--- src/rtl/alu_pkg.sv ---
// Shared opcode set and legal parameter ranges for the pipelined ALU.
package alu_pkg;

    typedef enum logic [2:0] {
        OP_PASS = 3'd0,
        OP_ADD  = 3'd1,
        OP_SUB  = 3'd2,
        OP_MUL  = 3'd3,
        OP_AND  = 3'd4,
        OP_OR   = 3'd5,
        OP_XOR  = 3'd6,
        OP_SHR  = 3'd7
    } alu_op_e;

    localparam int WIDTH_MIN = 2;
    localparam int WIDTH_MAX = 32;
    localparam int DEPTH_MIN = 1;
    localparam int DEPTH_MAX = 4;

endpackage

--- src/rtl/alu_pipe_stage.sv ---
// One stallable pipeline slot: valid + data register, holds while itself valid and downstream holds.
module alu_pipe_stage #(
    parameter int DW = 8
) (
    input  logic          clk,
    input  logic          rst,
    input  logic          in_vld,
    input  logic [DW-1:0] in_data,
    input  logic          next_hold,
    output logic          vld,
    output logic [DW-1:0] data,
    output logic          hold
);

    assign hold = vld && next_hold;

    // Data only moves with a valid token, so the output stays stable across bubbles.
    always_ff @(posedge clk or posedge rst) begin
        if (rst) begin
            vld  <= 1'b0;
            data <= '0;
        end else if (!hold) begin
            vld <= in_vld;
            if (in_vld) begin
                data <= in_data;
            end
        end
    end

endmodule

--- src/rtl/alu_pipe.sv ---
// Pipelined push/stop ALU with per-stage stalls; define ALU_PIPE_SAT_EN for saturating ADD/SUB.
module alu_pipe
    import alu_pkg::*;
#(
    parameter int WIDTH = 8,
    parameter int DEPTH = 2
) (
    input  logic             clk,
    input  logic             rst,
    input  logic             pushin,
    output logic             stopout,
    input  logic [2:0]       ctl,
    input  logic [WIDTH-1:0] a,
    input  logic [WIDTH-1:0] b,
    input  logic             ci,
    output logic             pushout,
    input  logic             stopin,
    output logic [WIDTH-1:0] z,
    output logic [WIDTH-1:0] zh,
    output logic             cout,
    output logic             zf
);

    localparam int SW = $clog2(WIDTH);

    typedef struct packed {
        logic [WIDTH-1:0] z;
        logic [WIDTH-1:0] zh;
        logic             cout;
        logic             zf;
    } res_t;

    localparam int RW = $bits(res_t);

    if (WIDTH < WIDTH_MIN || WIDTH > WIDTH_MAX || DEPTH < DEPTH_MIN || DEPTH > DEPTH_MAX) begin : g_bad_param
        $error("alu_pipe: WIDTH or DEPTH out of legal range");
    end

    function automatic logic [WIDTH-1:0] sat_add(input logic [WIDTH-1:0] sum, input logic carry);
        return carry ? {WIDTH{1'b1}} : sum;
    endfunction

    function automatic logic [WIDTH-1:0] sat_sub(input logic [WIDTH-1:0] diff, input logic no_borrow);
        return no_borrow ? diff : {WIDTH{1'b0}};
    endfunction

    alu_op_e            op;
    logic [WIDTH:0]     add_w;
    logic [WIDTH:0]     sub_w;
    logic [2*WIDTH-1:0] prod_w;
    logic [WIDTH:0]     shr_w;
    logic [WIDTH-1:0]   z_c;
    logic [WIDTH-1:0]   zh_c;
    logic               cout_c;
    res_t               res_p0;

    assign op     = alu_op_e'(ctl);
    assign add_w  = {1'b0, a} + {1'b0, b} + {{WIDTH{1'b0}}, ci};
    assign sub_w  = {1'b0, a} + {1'b0, ~b} + {{WIDTH{1'b0}}, ci};
    assign prod_w = {{WIDTH{1'b0}}, a} * {{WIDTH{1'b0}}, b};
    // A guard bit below a catches the last bit shifted out; it is 0 for a zero shift.
    assign shr_w  = {a, 1'b0} >> b[SW-1:0];

    always_comb begin
        z_c    = '0;
        zh_c   = '0;
        cout_c = 1'b0;
        case (op)
            OP_PASS: z_c = a;
            OP_ADD: begin
`ifdef ALU_PIPE_SAT_EN
                z_c = sat_add(add_w[WIDTH-1:0], add_w[WIDTH]);
`else
                z_c = add_w[WIDTH-1:0];
`endif
                cout_c = add_w[WIDTH];
            end
            OP_SUB: begin
`ifdef ALU_PIPE_SAT_EN
                z_c = sat_sub(sub_w[WIDTH-1:0], sub_w[WIDTH]);
`else
                z_c = sub_w[WIDTH-1:0];
`endif
                cout_c = sub_w[WIDTH];
            end
            OP_MUL: begin
                z_c    = prod_w[WIDTH-1:0];
                zh_c   = prod_w[2*WIDTH-1:WIDTH];
                cout_c = prod_w[WIDTH];
            end
            OP_AND: z_c = a & b;
            OP_OR:  z_c = a | b;
            OP_XOR: z_c = a ^ b;
            OP_SHR: begin
                z_c    = shr_w[WIDTH:1];
                cout_c = shr_w[0];
            end
            default: z_c = a;
        endcase
    end

    // Compute result captured into stage 0
    assign res_p0 = '{z: z_c, zh: zh_c, cout: cout_c, zf: (z_c == '0)};

    logic [DEPTH-1:0] vld;
    logic [DEPTH-1:0] hold;
    res_t             data [DEPTH];

    for (genvar i = 0; i < DEPTH; i++) begin : g_stage
        logic          in_vld;
        logic [RW-1:0] in_data;
        logic          next_hold;

        if (i == 0) begin : g_first
            assign in_vld  = pushin;
            assign in_data = res_p0;
        end else begin : g_next
            assign in_vld  = vld[i-1];
            assign in_data = data[i-1];
        end

        if (i == DEPTH - 1) begin : g_last
            assign next_hold = stopin;
        end else begin : g_inner
            assign next_hold = hold[i+1];
        end

        alu_pipe_stage #(.DW(RW)) u_stage (
            .clk       (clk),
            .rst       (rst),
            .in_vld    (in_vld),
            .in_data   (in_data),
            .next_hold (next_hold),
            .vld       (vld[i]),
            .data      (data[i]),
            .hold      (hold[i])
        );
    end

    // Output stage
    assign stopout = hold[0];
    assign pushout = vld[DEPTH-1];
    assign z       = data[DEPTH-1].z;
    assign zh      = data[DEPTH-1].zh;
    assign cout    = data[DEPTH-1].cout;
    assign zf      = data[DEPTH-1].zf;

endmodule

--- config.mk ---
export PLATFORM = sky130hd
export DESIGN_NAME = alu_pipe
export DESIGN_NICKNAME = d
export VERILOG_FILES = /design/src/rtl/alu_pkg.sv /design/src/rtl/alu_pipe_stage.sv /design/src/rtl/alu_pipe.sv
export SDC_FILE = /design/constraint.sdc
export NUM_CORES = 1
export LEC_CHECK = 0
export CELL_PAD_IN_SITES_DETAIL_PLACEMENT = 1
export CELL_PAD_IN_SITES_GLOBAL_PLACEMENT = 1
export CORE_MARGIN = 4
export CORE_UTILIZATION = 43
export CTS_CLUSTER_DIAMETER = 30
export DETAILED_ROUTE_END_ITERATION = 10
export PLACE_DENSITY_LB_ADDON = 0.3
export SYNTH_ARGS = -nofsm -noshare
export SYNTH_HDL_FRONTEND = slang
export SYNTH_SLANG_ARGS = --single-unit
--- constraint.sdc ---
create_clock -name clk -period 2.25 [get_ports clk]
set_input_delay 0.45 -clock clk [delete_from_list [all_inputs] [get_ports clk]]
set_output_delay 0.45 -clock clk [all_outputs]
set_load 0.005 [all_outputs]
==> summary.md <==
| Metric | Value |
|---|---|
| Final setup viols | `18` |
| Synth warn | `0` |
| Die area | `13,500 µm²` |
| Maximum VDD drop | `a little over 900 µV` |
| Fillers | `1,256` |
| Critical Path AT | `4720 ps` |
| CP cell instances | `buf_8 -> inv_8 -> buf_4 -> nor2_4 -> fa_1 -> fa_1 -> fa_1 -> inv_1 -> fa_1 -> inv_2 -> ha_4 -> nor2_4 -> o21bai_1 -> o41a_1 -> a41oi_2 -> nor2b_4 -> xnor2_1 -> a22o_1` |
| Max Slew Vio Count | `0` |
| Crit path buffers/inverters | `5` |
| DR WL/cell | `32.1 µm` |
| Global Route Usage Sum | `0.388` |
| Post-Synthesis Cells | `just under 600` |
| # clock sinks | `38` |
| CP max-delay cell | `fa_1` |
| Startpoint types | `input port` |
| Clk slew on worst S/H paths | `70 ps` |
| Final Hold Violating Endpoints | `0` |
| PwrDens | `778 nW/µm²` |
| Share of layout cells above drive strength 1 | `0.470` |
| Vias | `slightly above 6,000` |
| Clk_skew | `10.0 ps` |
| Routability congestion estimate | `between 0.9 and 1` |
| Final Non-Filler Cells | `about 940` |
| Layout Utilization | `0.688` |
| CTS Buf Count | `5` |
| Area contributors post-synth | `dfrtp_1, fa_1, ha_1` |
| Routed vias/inst | `between 6 and 7` |
| H-Tree Level Count | `2` |
| Io pins | `44` |
| Final period utilization | `2.02` |
| Initial drt markers | `601` |
| Seq cells post-synth | `38` |
| Initial core utilization | `0.441` |
| Top-count cell post-synth | `inv_1` |
| Syn_area_per_cell | `8.71 µm²` |
| Post-Route WL | `30,200 µm` |
| Hold-fix buffers, CTS | `0` |
| Initial antenna violation count | `0` |
| Die Y | `116 µm` |
| Leakage | `around 3.8 nW` |
| Failing checks | `setup timing` |
| CP Data Required Time | `around 2400 ps` |
| Cell taking the most area after synthesis | `dfrtp_1` |
| CP endpoint kind | `flip-flop` |
| Syn nets | `703` |
| 1st-pass router iterations | `5` |
| Root Driver | `clkbuf_16` |
| Async SR Flop Fraction | `1.00` |
| Final worst-path setup slack | `-2300 ps` |
| Commonest cells post-synth | `inv_1, nor2_1, ha_1` |
| HPWL after detailed placement | `16,000 µm` |
| Sequential share of the synthesized area | `0.188` |
| Synth unique cells | `69` |
| Remaining DRCs | `0` |
| Storage cell area | `951 µm²` |
| Fmax | `0.220 GHz` |
| Area delta synth->final | `56.1%` |
| Vias in the first global route | `roughly 6,500` |
| Crit path largest cell delay | `between 600 and 700 ps` |
| Port Buf Inserts | `between 40 and 50` |
| Outcome | `finished with violations` |
| First-pass GRT wire length | `39,000 µm` |
| Area of the multi-input gates | `4220 µm²` |
| # rows | `39` |
| Worst Path Class, Setup | `input port to flip-flop` |
| Measured slew at the worst slew-check pin | `542 ps` |
| Worst-path fanout max | `4` |
| DP Worst Slack | `-2840 ps` |
| Top Family by Delay on Critical Path | `adder cells` |
| Max cap viols | `0` |
| N_diodes | `0` |
| Max-Slew Margin vs Limit | `0.639` |
| Yosys top cell area share | `0.188` |
| Syn Std Cell Area | `5050 µm²` |
| Top FF cell, synth | `dfrtp_1` |
| Grt total ovfl | `0` |
| Worst min-delay path class | `flip-flop to flip-flop` |
| Die Wd | `116 µm` |
| Worst-Skew Late Latency | `300 ps` |
| Largest net degree at the start of global routing | `39` |
| Final ANT Viol Nets | `0` |
| CTS tree | `done` |
| Total Nets Final | `around 920` |
| CORE AREA | `between 10,000 and 15,000 µm²` |
| Crit path time final | `4550 ps` |
| Post-synth EDFFs | `0` |
| Placed cells | `between 800 and 900` |
| RSZ-0062 raised after global routing | `true` |
| Longest Clk Path Bufs | `2` |
| Most used cell, CP | `fa_1` |
worst paths after layout:
| path | startpoint | end | slack, ps | cells past startpoint |
|---|---|---|---|---|
| setup / recovery | a[3] | g_stage[0].u_stage.data[7] | -2300 | 18 |
| hold / removal | g_stage[0].u_stage.data[11] | g_stage[0].u_stage.data[11] | 520 | 1 |
| setup reg to reg | g_stage[1].u_stage.vld | g_stage[0].u_stage.data[0] | 400 | 6 |
| hold reg to reg | g_stage[0].u_stage.data[11] | g_stage[0].u_stage.data[11] | 520 | 1 |
| max in group asynchronous | rst | g_stage[0].u_stage.data[11] | 1230 | 3 |
| min in group asynchronous | rst | g_stage[0].u_stage.data[7] | 630 | 3 |
layout make-up:
type / count / share of cell area
Clock buffer: 6 / 0.0176
Clock inverter: 2 / 0.00159
Inverter: 93 / 0.0523
Timing Repair Buffer: 230 / 0.250
Multi-Input combinational cell: 431 / 0.535
Tap cell: 143 / 0.0227
Sequential cell: 38 / 0.121
through the flow:
step	hold slack (ps)	setup TNS, ps	cell area (µm²)	power [mW]
floorplan	440	-23060	5260	2.68
CTS	501	-26680	7550	5.19
finish	516	-29880	7890	6.14
global route	527	-30770	7890	6.33
detailed placement	478	-41170	6830	3.94
global placement	456	-39480	6830	3.72
registers in the layout, summed over array words and instances, names as in the netlist:
| signal | cells |
|---|---|
| g_stage.u_stage.data | 36 |
| g_stage.u_stage.vld | 2 |
layout by cell type, fill, tap and decap left out, types with 21 or more instances in the layout:
cell type	synthesis	routed
inv_2	4	24
fa_1	40	32
buf_4	2	168
nor2_1	66	42
nand2_1	49	43
a21oi_1	31	21
inv_1	87	55
ha_1	59	46
dfrtp_1	38	38
clkdlybuf4s50_1	0	25
buf_6	3	21
mux2_2	25	22
where the power goes:
part | total [mW] | switching [mW] | internal (mW)
clock | 0.770 | 0.329 | 0.441
sequential | 0.944 | 0.113 | 0.831
combinational | 4.42 | 2.37 | 2.05
per-layer routing:
layer / track usage / vias to the layer above / part of all wire
li1: - / 2398 / -
met1: 0.454 / 2962 / 0.34
met2: 0.669 / 522 / 0.46
met3: 0.0637 / 245 / 0.086
met4: 0.229 / 0 / 0.11
met5: 0 / - / 0
kinds of logic after synthesis:
logic type,count (synthesis),share of synthesized area
multiplexers,34,0.0795
adder cells (fa/ha/maj),99,0.305
buffers and inverters,111,0.0896
XOR/XNOR,13,0.0225
AO/OA/AOI/OAI,116,0.165
flip-flops,38,0.188
AND/OR/NAND/NOR,169,0.151
what timing repair did:
| item | in CTS | in global routing |
|---|---|---|
| gates resized for setup | 171 | 85 |
| pin swaps | 59 | 36 |
| setup endpoints to repair | 18 | 19 |
| buffers inserted | 36 | 12 |
Power figures use the tool's default switching activity.
